### config.mk
export PLATFORM = sky130hd
export DESIGN_NAME = serial_rx_fifo
export DESIGN_NICKNAME = d
export VERILOG_FILES = /design/src/rtl/serial_rx_fifo.sv
export SDC_FILE = /design/constraint.sdc
export NUM_CORES = 1
export LEC_CHECK = 0
export BUFFER_PORTS_ARGS = -buffer_cell sky130_fd_sc_hd__buf_2
export CORE_MARGIN = 8
export CORE_UTILIZATION = 26
export CTS_CLUSTER_DIAMETER = 30
export DETAILED_ROUTE_END_ITERATION = 10
export PLACE_DENSITY = 0.39
export RECOVER_POWER = 50
export SYNTH_ARGS = -nofsm -noshare
export SYNTH_HDL_FRONTEND = slang
export SYNTH_SLANG_ARGS = --single-unit
### constraint.sdc
create_clock -name clk -period 3.2 [get_ports clk]
set_input_delay 0.32 -clock clk [delete_from_list [all_inputs] [get_ports clk]]
set_output_delay 0.32 -clock clk [all_outputs]
set_load 0.05 [all_outputs]
### src/rtl/serial_rx_fifo.sv
// 8N1 serial receiver with 16x oversampling feeding a first-word-fall-through FIFO.
// Decoupled from CPU speed so console bytes survive ce gating and single-step pauses.
module serial_rx_fifo #(
    parameter int CLK_HZ     = 25000000,
    parameter int BAUD       = 115200,
    parameter int DEPTH_LOG2 = 4
) (
    input  logic                  clk,
    input  logic                  reset,
    input  logic                  rx,
    input  logic                  rd,
    input  logic                  clr_err,
    output logic [7:0]            rd_data,
    output logic                  rx_avail,
    output logic                  rx_full,
    output logic [DEPTH_LOG2:0]   count,
    output logic                  overrun,
    output logic                  framing_err
);

    localparam int DIV_RAW = CLK_HZ / (BAUD * 16);
    localparam int DIV     = (DIV_RAW < 1) ? 1 : DIV_RAW;
    localparam int TW      = (DIV > 1) ? $clog2(DIV) : 1;
    localparam int DEPTH   = 1 << DEPTH_LOG2;
    localparam int CNT_W   = DEPTH_LOG2 + 1;

    typedef enum logic [1:0] {
        S_IDLE  = 2'd0,
        S_START = 2'd1,
        S_DATA  = 2'd2,
        S_STOP  = 2'd3
    } state_t;

    logic                  r_rx_meta;
    logic                  r_rxs;
    logic                  r_rxs_q;
    logic [TW-1:0]         r_tick_cnt;
    logic                  w_tick;

    state_t                r_state;
    state_t                w_state_nxt;
    logic [3:0]            r_st;
    logic [3:0]            w_st_nxt;
    logic [2:0]            r_bi;
    logic [2:0]            w_bi_nxt;
    logic [7:0]            r_shift;
    logic [7:0]            w_shift_nxt;
    logic                  w_push_req;
    logic                  w_frame_err;

    logic [7:0]            r_mem [DEPTH];
    logic [DEPTH_LOG2-1:0] r_wr_ptr;
    logic [DEPTH_LOG2-1:0] r_rd_ptr;
    logic [CNT_W-1:0]      r_count;
    logic                  r_overrun;
    logic                  r_framing_err;
    logic                  w_full;
    logic                  w_empty;
    logic                  w_rd_en;
    logic                  w_wr_en;

    // NOTE: sequential state uses non-blocking assignments so every register samples
    // pre-edge values regardless of process ordering.
    always_ff @(posedge clk) begin
        if (reset) begin
            r_rx_meta <= 1'b1;
            r_rxs     <= 1'b1;
            r_rxs_q   <= 1'b1;
        end else begin
            r_rx_meta <= rx;
            r_rxs     <= r_rx_meta;
            r_rxs_q   <= r_rxs;
        end
    end

    assign w_tick = (r_tick_cnt == TW'(DIV - 1));

    always_ff @(posedge clk) begin
        if (reset)
            r_tick_cnt <= '0;
        else if (w_tick)
            r_tick_cnt <= '0;
        else
            r_tick_cnt <= r_tick_cnt + 1'b1;
    end

    always_ff @(posedge clk) begin
        if (reset) begin
            r_state <= S_IDLE;
            r_st    <= '0;
            r_bi    <= '0;
            r_shift <= '0;
        end else begin
            r_state <= w_state_nxt;
            r_st    <= w_st_nxt;
            r_bi    <= w_bi_nxt;
            r_shift <= w_shift_nxt;
        end
    end

    // NOTE: every output of this block is defaulted first so no path can infer a latch.
    always_comb begin
        w_state_nxt = r_state;
        w_st_nxt    = r_st;
        w_bi_nxt    = r_bi;
        w_shift_nxt = r_shift;
        w_push_req  = 1'b0;
        w_frame_err = 1'b0;
        case (r_state)
            S_IDLE: begin
                if (r_rxs_q && !r_rxs) begin
                    w_state_nxt = S_START;
                    w_st_nxt    = '0;
                end
            end
            S_START: begin
                if (w_tick) begin
                    if (r_st == 4'd7) begin
                        w_st_nxt    = '0;
                        w_bi_nxt    = '0;
                        w_state_nxt = r_rxs ? S_IDLE : S_DATA;
                    end else begin
                        w_st_nxt = r_st + 4'd1;
                    end
                end
            end
            S_DATA: begin
                if (w_tick) begin
                    // st wraps 15 -> 0, so each bit and the stop bit restart mid-cell aligned
                    w_st_nxt = r_st + 4'd1;
                    if (r_st == 4'd15) begin
                        w_shift_nxt = {r_rxs, r_shift[7:1]};
                        if (r_bi == 3'd7)
                            w_state_nxt = S_STOP;
                        else
                            w_bi_nxt = r_bi + 3'd1;
                    end
                end
            end
            S_STOP: begin
                if (w_tick) begin
                    if (r_st == 4'd15) begin
                        w_push_req  = r_rxs;
                        w_frame_err = !r_rxs;
                        w_state_nxt = S_IDLE;
                    end else begin
                        w_st_nxt = r_st + 4'd1;
                    end
                end
            end
            default: w_state_nxt = S_IDLE;
        endcase
    end

    assign w_full  = (r_count == CNT_W'(DEPTH));
    assign w_empty = (r_count == '0);
    assign w_rd_en = rd && !w_empty;
    // a pop on the same edge frees the slot, so a push into a full FIFO still lands
    assign w_wr_en = w_push_req && (!w_full || w_rd_en);

    // NOTE: the storage array has no reset; occupancy is tracked by pointers and count,
    // and rd_data is forced to zero while empty.
    always_ff @(posedge clk) begin
        if (w_wr_en)
            r_mem[r_wr_ptr] <= r_shift;
    end

    always_ff @(posedge clk) begin
        if (reset) begin
            r_wr_ptr      <= '0;
            r_rd_ptr      <= '0;
            r_count       <= '0;
            r_overrun     <= 1'b0;
            r_framing_err <= 1'b0;
        end else begin
            if (w_wr_en)
                r_wr_ptr <= r_wr_ptr + 1'b1;
            if (w_rd_en)
                r_rd_ptr <= r_rd_ptr + 1'b1;
            case ({w_wr_en, w_rd_en})
                2'b10:   r_count <= r_count + 1'b1;
                2'b01:   r_count <= r_count - 1'b1;
                default: r_count <= r_count;
            endcase
            if (w_push_req && !w_wr_en)
                r_overrun <= 1'b1;
            else if (clr_err)
                r_overrun <= 1'b0;
            if (w_frame_err)
                r_framing_err <= 1'b1;
            else if (clr_err)
                r_framing_err <= 1'b0;
        end
    end

    assign rd_data     = w_empty ? 8'h00 : r_mem[r_rd_ptr];
    assign rx_avail    = !w_empty;
    assign rx_full     = w_full;
    assign count       = r_count;
    assign overrun     = r_overrun;
    assign framing_err = r_framing_err;

endmodule

== Word level (Yosys, flattened, before mapping) ==
Memories as Yosys holds them, arrays and structs flattened. A register that Yosys moved wholly into a read port is not among the register bits.
Index checks and enable logic that the tools add are counted.
Storage, ports and cells
  bits in registers: 39
  bits in latches: 0
  memory bits (writable): 128
  bits in read-only memories: 0
  output and inout bits: 17
  logic and storage cells: 99
  memories: 1
Cells by class
  $add $sub $neg: 7
  multipliers: 0
  div/mod/pow operators: 0
  $lt $le $gt $ge: 0
  equal/unequal tests: 20
  shift operators: 0
  mux-type cells: 38
  bitwise gates (word level): 0
  reduce and logical (&&, ||, !) cells: 20
Memories
  r_mem: depth 16, bits a word 8, rd ports 1, clocked after memory_dff 1, wr ports 1, RTL line 51  | logic [7:0] r_mem [DEPTH];
Operator list (count)
  4-bit 2-to-1 mux: 8
  2-bit != test (second input constant): 10
  2-bit 2-to-1 mux: 9
  4-bit by 1-bit adder with 4-bit output (second input constant): 4
  4-bit case mux with 4 select lines: 1
  3-bit 2-to-1 mux: 5
  1-bit 2-to-1 mux: 11
  5-bit case mux with 2 select lines: 1
  4-bit == test (second input constant): 2
  8-bit 2-to-1 mux: 1
  2-bit case mux with 4 select lines: 1
  8-bit AND reduction: 1
  2-bit nonzero test: 4
  2-bit == test (second input constant): 3
  3-bit case mux with 2 select lines: 1
  6-bit AND reduction: 1
  5-bit by 1-bit adder with 5-bit output (second input constant): 1
  5-bit == test (second input constant): 1
  5-bit zero test: 1
  5-bit AND reduction: 1
  5-bit by 1-bit subtractor with 5-bit output (second input constant): 1
  2-bit by 1-bit == test with 1-bit output (second input constant): 2
  4-bit by 3-bit == test with 1-bit output (second input constant): 1
  1-bit logical AND: 4
  7 further kinds: 10

== Depth between registers and ports, before layout ==
  word-level depth: 8
  gate-level depth with buffers: 12
  gate-level depth less buffers: 11

== Least setup slack after synthesis ==
Ideal clock, no wire load.
  path kind: flip-flop to flip-flop
  start: register r_count[1], in the netlist count[1]
  end: register r_count[4], in the netlist count[4]
  library setup time: 0.121 ns
  data arrival time: 2.908 ns
  data required time: 3.079 ns
  path slack: 0.170 ns
  stages on the path, launching flop included: 12
  path buffers: 2
  clock period less this slack: 3.030 ns
  cells stage by stage: dfxtp_1 -> buf_6 -> or4_4 -> buf_6 -> o21ai_2 -> nor2_2 -> xor2_1 -> ha_1 -> or3_1 -> a21oi_1 -> a21oi_2 -> mux2_4
Between the ends
  longest elaborated chain between the ends: 7
Ends and longest elaborated chain
  start: declaration: RTL line 54  | logic [CNT_W-1:0] r_count;
  start signal: assignment: RTL line 181  | 2'b10: r_count <= r_count + 1'b1;
  start signal: assignment: RTL line 182  | 2'b01: r_count <= r_count - 1'b1;
  start signal: assignment: RTL line 183  | default: r_count <= r_count;
  5-bit zero test: RTL line 156  | assign w_empty = (r_count == '0);
  1-bit zero test: RTL line 157  | assign w_rd_en = rd && !w_empty;
  1-bit logical AND: RTL line 157
  1-bit logical OR: RTL line 159  | assign w_wr_en = w_push_req && (!w_full || w_rd_en);
  1-bit logical AND: RTL line 159
  2-bit by 1-bit == test with 1-bit output or 2-bit == test (tied branches): RTL line 180  | case ({w_wr_en, w_rd_en})
  5-bit case mux with 2 select lines or 2-bit nonzero test (tied branches)
Parallel ways exist; a longest one is shown, timed or not.
A chain may end at the register's enable or synchronous reset.

==> flow_summary.yaml <==
cts:
  htreeDepth: 4
  clk_latency_ns: 0.43
  cts-buffers-inserted: 17
  tritoncts: "yes"
  root_buffer: "clkbuf_16"
  clock_path_buffers: 2
  cts_hold_buf: 0
  path_clk_slew_ns: 0.07
  cts_setup_buffers: 0
  cts_resized: 0
  cts_sinks: 171
routing:
  postRouteAntennaNets: 0
  via_per_inst: 4.47
  drt_iter0_markers: 193
  dr.pass1.iters: 4
  vias: 3684
  drc: 0
  route.detailed.wl_per_inst_um: 17.5
  wirelength_um: 14400
die:
  start_util: 0.262
  ios: 22
  die_y_um: 180
  design.die.area_um2: 32300
  num_rows: 60
  design.core.area_um2: 26700
  die_w_um: 180
timing:
  finClkSkew_ns: 0.0138
  setup_viol: 0
  slew_violations: 42
  rsz0062_at_grt: "no"
  worst_slack_ns: 0.335
  final.period_utilization: 0.895
  fmax_mhz: 349
  setup-tns-final_ns: 0
  finalHoldViolations: 0
  whs_ns: 0.0691
  layout_min_cycle_time_ns: 2.87
  max-slew-margin-rel: -0.206
  tightest_slew_ns: 1.81
yosys:
  ys_async_sr_fraction: 0
  ys_seq_elements: 171
  synth_edf_count: 128
  synthFlopType: "edfxtp_1"
  syn-instance-count: 432
  syn-num-nets: 449
  ys_seq_area_frac: 0.674
  yosys.cell_types.count: 48
  syn-mean-instance-area_um2: 16.2
  syn_area_um2: 6980
  yosys_warnings: 0
global_routing:
  grt_pass1_wl_um: 22600
  grt_util_all_layers: 0.0911
  antenna_found_initial: 0
  grt_max_degree: 42
  grt_overflow: 0
  grt_pass1_vias: 3844
setup_path:
  worstPathBufferInverterCount: 2
  crit_slowest_cell: "mux4_2"
  crit_chain: "buf_12 -> mux4_2 -> mux4_2 -> and2_1 -> buf_2"
  cp_data_arrival_time_ns: 2.55
  critical_path.max_stage_delay_ns: 0.58
  cp.required_ns: 2.88
  critical-path-top-delay-family: "multiplexers"
  crit_top_cell: "mux4_2"
  r2r_slack_ns: 0.38
  path_class: "flip-flop to output port"
  start_kind: "flip-flop"
  setup.worst_path.end_class: "output port"
  cp_max_fo: 32
hold_path:
  hold_path_class: "input port to flip-flop"
finish:
  seq_area_um2: 4710
  multi_input_area_um2: 2120
  area_growth_pct: 17.4
  n_antenna_cell: 0
  n_fill_cell: 2611
  layout-drive-gt1-share: 0.248
  final_cells: 825
  nets: 488
placement:
  place_inst: 793
  port_buffers: 21
  hpwl_um: 9690
  gp_congestion: 0.770
  preCtsSetupSlack_ns: 0.545
pwr:
  p_per_area_nw_per_um2: 736
  leakagePower_nw: 2.69
  ir_worst_vdd_mv: 0.362
outcome:
  status: "complete, but fails checks"
  violations: "capacitance limit, slew limit"
job:
  cap_viol_max_count: 1
-- metrics by stage --
stage               area [µm²]  total power [W]   util
floorplan                 6980          0.00361      -
detailed placement        7580          0.00393  0.285
CTS                       8210          0.00614  0.308
global placement          7580          0.00392  0.285
finish                    8190          0.00603  0.307
global route              8190          0.00626  0.307
-- final timing paths --
| kind | start | end | cells past startpoint |
|---|---|---|---|
| min | rx | r_rx_meta | 2 |
| min reg2reg | r_rx_meta | r_rxs | 1 |
| max reg2reg | count[1] | count[4] | 9 |
| max | flip-flop | rd_data[5] | 5 |
-- flip-flops by register name, indices dropped and copies added (netlist names), named ones only --
| name | count |
|---|---|
| r_shift | 8 |
| r_rxs_q | 1 |
| r_st | 4 |
| r_mem | 128 |
| r_rd_ptr | 4 |
| r_state | 1 |
| r_rx_meta | 1 |
| overrun | 1 |
| r_tick_cnt | 4 |
| r_bi | 3 |
| r_rxs | 1 |
| r_wr_ptr | 4 |
| framing_err | 1 |
| count | 5 |
-- layer usage --
metal  share of wire  GRT usage  vias to the layer above
met5               0          0                        -
met4           0.011     0.0290                        0
met3           0.036     0.0258                       12
met2            0.47      0.146                       47
met1            0.48      0.118                     1897
li1                -          -                     1728
-- placed cells by master, fill, tap and decap left out, drive strengths merged, types with 2 or more instances in the layout --
cell type	netlist	layout
nand3b	2	2
a311oi	2	2
mux2	3	3
inv	9	15
nand4	2	2
ha	12	12
or2	4	4
mux2i	14	14
buf	7	34
a21oi	17	17
nor3	10	10
and3	2	2
or3	3	3
and4	2	2
a31oi	2	2
mux4	40	40
nor2b	3	3
bufinv	0	4
nand2b	6	6
nand3	6	6
dfxtp	43	43
clkinvlp	0	3
clkbuf	16	26
and2	8	8
nor2	49	49
xor2	5	5
xnor2	4	4
o21ai	8	8
nand2	11	11
edfxtp	128	128
nor3b	2	2
clkinv	0	2
or4b	3	3
-- logic make-up (layout without fill, tap and decap cells) --
| group | Yosys count | after routing | share of synthesized area |
|---|---|---|---|
| buf+inv | 32 | 84 | 0.0201 |
| mux | 57 | 57 | 0.157 |
| fa+ha+maj | 12 | 12 | 0.0215 |
| simple gates | 117 | 117 | 0.0864 |
| compound gates | 34 | 34 | 0.0296 |
| flops | 171 | 171 | 0.674 |
| xor+xnor | 9 | 9 | 0.0113 |
-- power by group --
group / switching [W] / internal [W] / total [W] / leakage (nW)
registers: 0.0000578 / 0.00240 / 0.00246 / 1.53
clock network: 0.000888 / 0.00132 / 0.00221 / 0.301
logic: 0.000870 / 0.000496 / 0.00137 / 0.854
-- synth_stat cells, types with 3 or more instances --
cell,n,share of area
nand2_1,11,0.0059
nand2b_1,6,0.0054
or2_2,4,0.0036
clkbuf_1,16,0.0086
xnor2_1,4,0.0050
dfxtp_1,43,0.12
mux4_2,40,0.13
nor2b_1,3,0.0027
or3_1,3,0.0027
or4b_2,3,0.0043
a21oi_1,16,0.011
nor2_1,47,0.025
nor3_1,9,0.0065
nand3_1,6,0.0043
buf_2,4,0.0029
edfxtp_1,128,0.55
o21ai_0,6,0.0043
xor2_1,5,0.0063
ha_1,12,0.022
inv_1,9,0.0048
and2_1,8,0.0072
mux2i_1,13,0.019
-- cell type report --
type                            count  share of cell area
Sequential cell                   171               0.575
Multi-Input combinational cell    229               0.259
Inverter                            9             0.00412
Tap cell                          341              0.0521
Timing Repair Buffer               43              0.0328
Clock inverter                     15              0.0252
Clock buffer                       17              0.0519
Note: power is estimated with default switching activity, not from simulation.
